[src/rtl/mc14500_core_if.sv]
// mc14500_core_if: program-load port between a host controller and the core.
//   prog_we   - write strobe (the core honours it only while halted)
//   prog_addr - program word address
//   prog_data - program word ({opcode, operand})
// master = host side, slave = core side.
interface mc14500_core_if #(
    parameter int ADDR_WIDTH = 8,
    parameter int DATA_WIDTH = 12
);
    logic                  prog_we;
    logic [ADDR_WIDTH-1:0] prog_addr;
    logic [DATA_WIDTH-1:0] prog_data;
    modport master (output prog_we, prog_addr, prog_data);
    modport slave  (input  prog_we, prog_addr, prog_data);
endinterface

[src/rtl/mc14500_core.sv]
// mc14500_core: 1-bit MC14500-style processor with a FETCH/EXEC sequencer.
//   clk, reset              - clock, synchronous active-high reset
//   run, step               - free-run level / single-step pulse (honoured in HALT)
//   prog                    - program-load port (slave), written only while halted
//   input_pins, output_pins - bit I/O mapped at low addresses
//   pc, rr                  - program counter and result register
//   halted, flag_o, flag_f  - HALT state, NOPO/NOPF one-cycle pulses
//   error                   - sticky stack overflow/underflow
module mc14500_core #(
    parameter int ADDR_WIDTH        = 8,
    parameter int INSTRUCTION_WIDTH = 4,
    parameter int DATA_WIDTH        = ADDR_WIDTH + INSTRUCTION_WIDTH,
    parameter int STACK_DEPTH       = 16,
    parameter int INPUT_SIZE        = 8,
    parameter int OUTPUT_SIZE       = 8,
    parameter int SCRATCH_BASE      = 128,
    parameter int SCRATCH_SIZE      = 16
) (
    input  logic                   clk,
    input  logic                   reset,
    input  logic                   run,
    input  logic                   step,
    mc14500_core_if.slave          prog,
    input  logic [INPUT_SIZE-1:0]  input_pins,
    output logic [OUTPUT_SIZE-1:0] output_pins,
    output logic [ADDR_WIDTH-1:0]  pc,
    output logic                   rr,
    output logic                   halted,
    output logic                   flag_o,
    output logic                   flag_f,
    output logic                   error
);
    localparam int SPW = $clog2(STACK_DEPTH + 1);
    typedef enum logic [1:0] {HALT, FETCH, EXEC} state_t;
    state_t                  state;
    logic [DATA_WIDTH-1:0]   mem [2**ADDR_WIDTH];
    logic [DATA_WIDTH-1:0]   ir;
    logic [ADDR_WIDTH-1:0]   stk [STACK_DEPTH];
    logic [SPW-1:0]          sp;
    logic [SCRATCH_SIZE-1:0] scratch;
    logic                    ien, oen, single;
    logic [INSTRUCTION_WIDTH-1:0] op;
    logic [ADDR_WIDTH-1:0]   a, top, pc_n;
    int                      ai;
    logic                    d, dg, wv, in_scr, rr_n, ien_n, oen_n, push, fault;
    logic [OUTPUT_SIZE-1:0]  out_n;
    logic [SCRATCH_SIZE-1:0] scr_n;
    logic [SPW-1:0]          sp_n;

    assign op = ir[DATA_WIDTH-1 -: INSTRUCTION_WIDTH];
    assign a  = ir[ADDR_WIDTH-1:0];
    assign ai = int'(a);

    always_ff @(posedge clk) begin
        if (state == HALT && prog.prog_we) mem[prog.prog_addr] <= prog.prog_data;
        if (state == FETCH) ir <= mem[pc];
    end

    always_comb begin
        in_scr = ai >= SCRATCH_BASE && ai < SCRATCH_BASE + SCRATCH_SIZE;
        // Later assignments win: all-ones (RR) beats inputs, inputs beat scratch.
        d = 1'b0;
        for (int i = 0; i < SCRATCH_SIZE; i++) if (ai == SCRATCH_BASE + i) d = scratch[i];
        for (int i = 0; i < INPUT_SIZE; i++) if (ai == i) d = input_pins[i];
        if (&a) d = rr;
        top = '0;
        for (int i = 0; i < STACK_DEPTH; i++) if (int'(sp) == i + 1) top = stk[i];
        dg    = d & ien;
        wv    = (int'(op) == 9) ? ~rr : rr;
        rr_n  = rr;
        ien_n = ien;
        oen_n = oen;
        out_n = output_pins;
        scr_n = scratch;
        sp_n  = sp;
        push  = 1'b0;
        fault = 1'b0;
        pc_n  = pc + ADDR_WIDTH'(1);
        case (int'(op))
            1: rr_n = dg;
            2: rr_n = ~dg;
            3: rr_n = rr & dg;
            4: rr_n = rr & ~dg;
            5: rr_n = rr | dg;
            6: rr_n = rr | ~dg;
            7: rr_n = ~(rr ^ dg);
            8, 9: if (oen) begin
                for (int i = 0; i < OUTPUT_SIZE; i++) if (ai == i) out_n[i] = wv;
                for (int i = 0; i < SCRATCH_SIZE; i++)
                    if (ai >= OUTPUT_SIZE && ai == SCRATCH_BASE + i) scr_n[i] = wv;
                if (&a && ai >= OUTPUT_SIZE && !in_scr) rr_n = wv;
            end
            10: ien_n = d;
            11: oen_n = d;
            12: if (int'(sp) == STACK_DEPTH) begin
                fault = 1'b1;
                pc_n  = pc;
            end else begin
                push = 1'b1;
                sp_n = sp + SPW'(1);
                pc_n = a;
            end
            // Return lands one past the pushed address, skipping the word after the call.
            13: if (sp == '0) begin
                fault = 1'b1;
                pc_n  = pc;
            end else begin
                sp_n = sp - SPW'(1);
                pc_n = top + ADDR_WIDTH'(1);
            end
            14: pc_n = pc + ADDR_WIDTH'(rr ? 1 : 2);
            default: ;
        endcase
    end

    always_ff @(posedge clk) begin
        if (reset) begin
            state       <= HALT;
            halted      <= 1'b1;
            single      <= 1'b0;
            pc          <= '0;
            rr          <= 1'b0;
            ien         <= 1'b1;
            oen         <= 1'b1;
            output_pins <= '0;
            scratch     <= '0;
            sp          <= '0;
            error       <= 1'b0;
            flag_o      <= 1'b0;
            flag_f      <= 1'b0;
        end else begin
            flag_o <= state == EXEC && int'(op) == 0;
            flag_f <= state == EXEC && int'(op) == 15;
            case (state)
                HALT: if (!error && (run || step)) begin
                    state  <= FETCH;
                    halted <= 1'b0;
                    single <= !run;
                end
                FETCH: state <= EXEC;
                EXEC: begin
                    pc          <= pc_n;
                    rr          <= rr_n;
                    ien         <= ien_n;
                    oen         <= oen_n;
                    output_pins <= out_n;
                    scratch     <= scr_n;
                    sp          <= sp_n;
                    error       <= error | fault;
                    for (int i = 0; i < STACK_DEPTH; i++)
                        if (push && int'(sp) == i) stk[i] <= pc + ADDR_WIDTH'(1);
                    if (fault || single || !run) begin
                        state  <= HALT;
                        halted <= 1'b1;
                    end else begin
                        state <= FETCH;
                    end
                end
                default: begin
                    state  <= HALT;
                    halted <= 1'b1;
                end
            endcase
        end
    end
endmodule
[src/flat_wrapper.sv]
// flat-port wrapper written by rule: the top's interface ports become plain ports
module mc14500_core_flat 
#(
    parameter int ADDR_WIDTH        = 8,
    parameter int INSTRUCTION_WIDTH = 4,
    parameter int DATA_WIDTH        = ADDR_WIDTH + INSTRUCTION_WIDTH,
    parameter int STACK_DEPTH       = 16,
    parameter int INPUT_SIZE        = 8,
    parameter int OUTPUT_SIZE       = 8,
    parameter int SCRATCH_BASE      = 128,
    parameter int SCRATCH_SIZE      = 16
)
  (clk, reset, run, step, input_pins, output_pins, pc, rr, halted, flag_o, flag_f, error, prog_prog_we, prog_prog_addr, prog_prog_data);
  mc14500_core_if #(.ADDR_WIDTH(ADDR_WIDTH), .DATA_WIDTH(DATA_WIDTH)) prog_i ();
  input  logic clk;
  input  logic reset;
  input  logic run;
  input  logic step;
  input  logic [INPUT_SIZE-1:0] input_pins;
  output logic [OUTPUT_SIZE-1:0] output_pins;
  output logic [ADDR_WIDTH-1:0] pc;
  output logic rr;
  output logic halted;
  output logic flag_o;
  output logic flag_f;
  output logic error;
  input wire logic [$bits(prog_i.prog_we)-1:0] prog_prog_we;
  input wire logic [$bits(prog_i.prog_addr)-1:0] prog_prog_addr;
  input wire logic [$bits(prog_i.prog_data)-1:0] prog_prog_data;
  assign prog_i.prog_we = prog_prog_we;
  assign prog_i.prog_addr = prog_prog_addr;
  assign prog_i.prog_data = prog_prog_data;
  mc14500_core #(.ADDR_WIDTH(ADDR_WIDTH), .INSTRUCTION_WIDTH(INSTRUCTION_WIDTH), .DATA_WIDTH(DATA_WIDTH), .STACK_DEPTH(STACK_DEPTH), .INPUT_SIZE(INPUT_SIZE), .OUTPUT_SIZE(OUTPUT_SIZE), .SCRATCH_BASE(SCRATCH_BASE), .SCRATCH_SIZE(SCRATCH_SIZE)) u_core (.clk(clk), .reset(reset), .run(run), .step(step), .prog(prog_i), .input_pins(input_pins), .output_pins(output_pins), .pc(pc), .rr(rr), .halted(halted), .flag_o(flag_o), .flag_f(flag_f), .error(error));
endmodule
[config.mk]
export PLATFORM = sky130hd
export DESIGN_NAME = mc14500_core_flat
export DESIGN_NICKNAME = d
export VERILOG_FILES = /design/src/rtl/mc14500_core_if.sv /design/src/rtl/mc14500_core.sv /design/src/flat_wrapper.sv
export SDC_FILE = /design/constraint.sdc
export NUM_CORES = 2
export LEC_CHECK = 0
export CAP_MARGIN = 0
export CORE_ASPECT_RATIO = 0.5
export CORE_MARGIN = 8
export CORE_UTILIZATION = 52
export CTS_BUF_LIST = sky130_fd_sc_hd__clkbuf_8
export CTS_CLUSTER_DIAMETER = 30
export DETAILED_ROUTE_END_ITERATION = 8
export PLACE_DENSITY = 0.67
export SYNTH_ARGS = -nofsm -noshare
export SYNTH_HDL_FRONTEND = slang
export SYNTH_SLANG_ARGS = --single-unit
[constraint.sdc]
create_clock -name clk -period 4.55 [get_ports clk]
set_clock_uncertainty 0.1 [all_clocks]
set_input_delay 0.91 -clock clk [delete_from_list [all_inputs] [get_ports clk]]
set_output_delay 0.91 -clock clk [all_outputs]
set_load 0.01 [all_outputs]
==> impl_metrics.json <==
{
  "outcome": "finished, violations left",
  "violations": "DRC",
  "reg2reg_slack_ps": 490,
  "post-route-period-util": 0.893,
  "instances_no_fill": 9832,
  "crit_arrival_ps": 4840,
  "cpPeakStageDelay_ps": 780,
  "drt-initial-drc-count": 8355,
  "critPathSlowestCell": "dfxtp_1",
  "drive_gt1_frac": 0.330,
  "cts-buffers-inserted": 462,
  "io_buffer_count": 53,
  "nFillCells": 17033,
  "period_minus_slack_ps": 4060,
  "drcViolationCount": 2,
  "synth_edf_count": 3212,
  "max_freq_ghz": 0.246,
  "max_slew_margin": 0.233,
  "critical_path.max_fanout": 22,
  "setup_violations": 0,
  "worstMarginPinSlew_ps": 1150,
  "die_height_microns": 365,
  "crit_family": "simple AND/OR/NAND/NOR gates",
  "initial_core_util": 0.521,
  "fin_nets": 6263,
  "muxShareOfSynthArea": 0.184,
  "syn_area_sq_um": 127000,
  "drt-total-wl_microns": 316000,
  "leakage_nw": 43.8,
  "avgViaCountPerCell": 6.36,
  "worstSetupPathType": "flop to flop",
  "synth_nets": 5553,
  "routabilityCongestion": 0.898,
  "syn2layout_area_growth_pct": 13.1,
  "ir_drop_v": 0.000225,
  "grt_antenna_before_repair": 14,
  "hpwl_microns": 194000,
  "crit_buf_inv": 2,
  "rsz0062_at_grt": "no",
  "syn-instance-count": 5511,
  "grt_overflow": 0,
  "critPathLaunchType": "flop",
  "ant_nets": 0,
  "gr-usage-all-layers": 0.240,
  "dieWidth_microns": 714,
  "postCtsSetupRepairBufs": 0,
  "grt_max_degree": 150,
  "async_flop_share": 0,
  "finalHoldViolations": 0,
  "boundaryPins": 54,
  "cts_tree": "yes",
  "cts_hold_buf": 0,
  "critical_path.endpoint_type": "flop",
  "cts_buffer_depth": 4,
  "drt_pre_antenna_iters": 9,
  "synth-seq-cells": 3259,
  "synthSimpleGateAreaFrac": 0.0227,
  "synth-xor-area-share": 0.00152,
  "wl_per_cell_microns": 32.1,
  "synth_cell_types": 74,
  "max_cap_violations": 0,
  "clock_latency_ps": 1030,
  "synth_warnings": 0,
  "clk_pin_slew_worst_paths_ps": 60,
  "synth_fa_ha_area_frac": 0.00101,
  "place_inst": 9007,
  "cp.required_ps": 5330,
  "power_density_nw_per_um2": 402,
  "grt_pass1_wl_microns": 454000,
  "synth_compound_area_frac": 0.0106,
  "placementRows": 128,
  "die-area_sq_um": 260000,
  "setup_tns_ps": 0,
  "grt_pass1_vias": 63019,
  "synth_top_flop_cell": "edfxtp_1",
  "via_count": 62487,
  "postLayoutCellArea_sq_um": 143000,
  "dpl-instance-area_sq_um": 135000,
  "synth_top_family_by_area": "multiplexers",
  "core_sq_um": 243000,
  "hold_class": "primary input to flop",
  "ys_seq_area_frac": 0.769,
  "crit_chain": "buf_12 -> nor2b_1 -> nand2_1 -> o22ai_1 -> o31ai_1 -> nor3_1 -> inv_1 -> ha_1 -> xnor2_1 -> o211ai_1 -> o21ai_0 -> a221oi_1",
  "cts_resized": 0,
  "htree_levels": 5,
  "avgSynthCellArea_sq_um": 23.0,
  "slew_violations": 0,
  "clockRootBuffer": "clkbuf_8",
  "clock-sinks": 3259
}
==> power by group <==
part	total [W]	internal (W)	switching, W
logic	0.00256	0.00103	0.00153
clock network	0.0220	0.0110	0.0110
registers	0.0331	0.0330	0.0000903
==> synthesized netlist by cell type, types with 4 or more instances <==
| library cell | instances | area (sq um) |
|---|---|---|
| buf_1 | 36 | 135 |
| a21oi_1 | 42 | 210 |
| o211ai_1 | 8 | 60.1 |
| nand2_1 | 77 | 289 |
| o32ai_1 | 9 | 78.8 |
| ha_1 | 7 | 87.6 |
| o22ai_1 | 17 | 106 |
| nand2b_1 | 13 | 81.3 |
| o21bai_1 | 4 | 30.0 |
| a32oi_1 | 7 | 61.3 |
| xor2_1 | 9 | 78.8 |
| mux2i_1 | 18 | 180 |
| nor4bb_1 | 5 | 50.1 |
| inv_1 | 25 | 93.8 |
| a211oi_1 | 8 | 60.1 |
| mux4_2 | 1022 | 23000 |
| nor3b_1 | 8 | 60.1 |
| and3_1 | 16 | 100 |
| nor4_1 | 8 | 50.1 |
| nand4_1 | 5 | 31.3 |
| or3_1 | 8 | 50.1 |
| nor4b_1 | 4 | 35.0 |
| nor2b_1 | 21 | 131 |
| clkbuf_1 | 206 | 773 |
| and3b_1 | 4 | 35.0 |
| nand3_1 | 31 | 155 |
| a2bb2oi_1 | 4 | 35.0 |
| dfxtp_1 | 47 | 941 |
| edfxtp_1 | 3212 | 96500 |
| mux2_2 | 4 | 45.0 |
| buf_2 | 74 | 370 |
| a221oi_1 | 6 | 52.6 |
| a21o_1 | 4 | 30.0 |
| nor3_1 | 51 | 255 |
| nand3b_1 | 8 | 60.1 |
| xnor2_1 | 13 | 114 |
| a31oi_1 | 10 | 62.6 |
| or2_2 | 5 | 31.3 |
| nor2_1 | 359 | 1350 |
| o21ai_0 | 29 | 145 |
| a22oi_1 | 13 | 97.6 |
==> state kept, by name, summed over array words and instances (netlist names) <==
signal              cells
u_core.error            1
u_core.oen              1
u_core.single           1
u_core.scratch         16
u_core.rr               1
u_core.stk            128
u_core.flag_f           1
u_core.mem           3072
u_core.ien              1
u_core.ir              12
u_core.state            2
u_core.sp               5
u_core.pc               8
u_core.output_pins      8
u_core.flag_o           1
u_core.halted           1
==> per-stage QoR <==
stage               hold WS (ps)  worst slack [ps]  utilization  total power (W)
floorplan                    327               916            -           0.0350
finish                       224               489        0.590           0.0576
global placement             337               547        0.554           0.0362
detailed placement           372               493        0.554           0.0363
global route                 161               331        0.590           0.0594
CTS                          118               523        0.590           0.0580
==> cell type report <==
| cell class | count | area [sq um] | share of cell area |
|---|---|---|---|
| inverters | 26 | 97.6 | 0.000681 |
| repair buffers | 563 | 5130 | 0.0358 |
| clock buffers | 469 | 6450 | 0.0451 |
| diodes | 4 | 10.0 | 0.0000699 |
| clock inverters | 352 | 2170 | 0.0151 |
| flip-flops and latches | 3259 | 97400 | 0.680 |
| multi-input cells | 1909 | 27900 | 0.195 |
| well taps | 3250 | 4070 | 0.0284 |
==> worst paths after layout <==
kind | from | to | cells after the start
worst max-delay path | u_core.sp[2] | u_core.pc[2] | 12
worst min-delay path | prog_prog_data[5] | u_core.mem[130][5] | 1
worst max register to register | u_core.sp[2] | u_core.pc[2] | 12
worst min register to register | u_core.scratch[5] | u_core.scratch[5] | 2
==> logic make-up (layout without fill, tap and decap cells) <==
| logic type | count (synthesis) | count (layout) |
|---|---|---|
| DFF | 3259 | 3259 |
| muxes | 1045 | 1045 |
| and+or+nand+nor | 636 | 636 |
| buffers and inverters | 343 | 1410 |
| AOI/OAI and AO/OA | 197 | 197 |
| xor gates and xnor gates | 22 | 22 |
| adders and majority gates | 9 | 9 |
| other | 0 | 4 |
==> cells in the final DEF (no fill, tap or decap), drive strengths merged, types with 9 or more instances in the layout <==
master            n
nand3            31
a31oi            10
nor4              9
nor3b             9
nor2b            21
mux4           1022
inv             166
xnor2            13
edfxtp         3212
o22ai            17
nand2            77
bufinv           24
xor2              9
nor2            359
dfxtp            47
clkdlybuf4s50    40
a21oi            42
clkbuf          469
o32ai             9
o21ai            31
nor3             51
clkinv          167
nand2b           13
buf             523
and3             16
mux2i            18
a22oi            13
clkinvlp         21
==> worst register-to-register path, cell delays in order (launching register included) <==
cell and delay (ps):
dfxtp_1 780, buf_12 260, nor2b_1 570, nand2_1 210, o22ai_1 210, o31ai_1 120
nor3_1 500, inv_1 140, ha_1 300, xnor2_1 170, o211ai_1 180, o21ai_0 120
a221oi_1 280
==> routing by layer <==
metal,track usage,up-vias,share of wire
li1,-,24954,-
met1,0.345,33522,0.40
met2,0.379,3473,0.47
met3,0.0540,536,0.10
met4,0.0643,2,0.027
met5,0,-,0.000022
No activity file was read; power rests on OpenSTA's default activity.
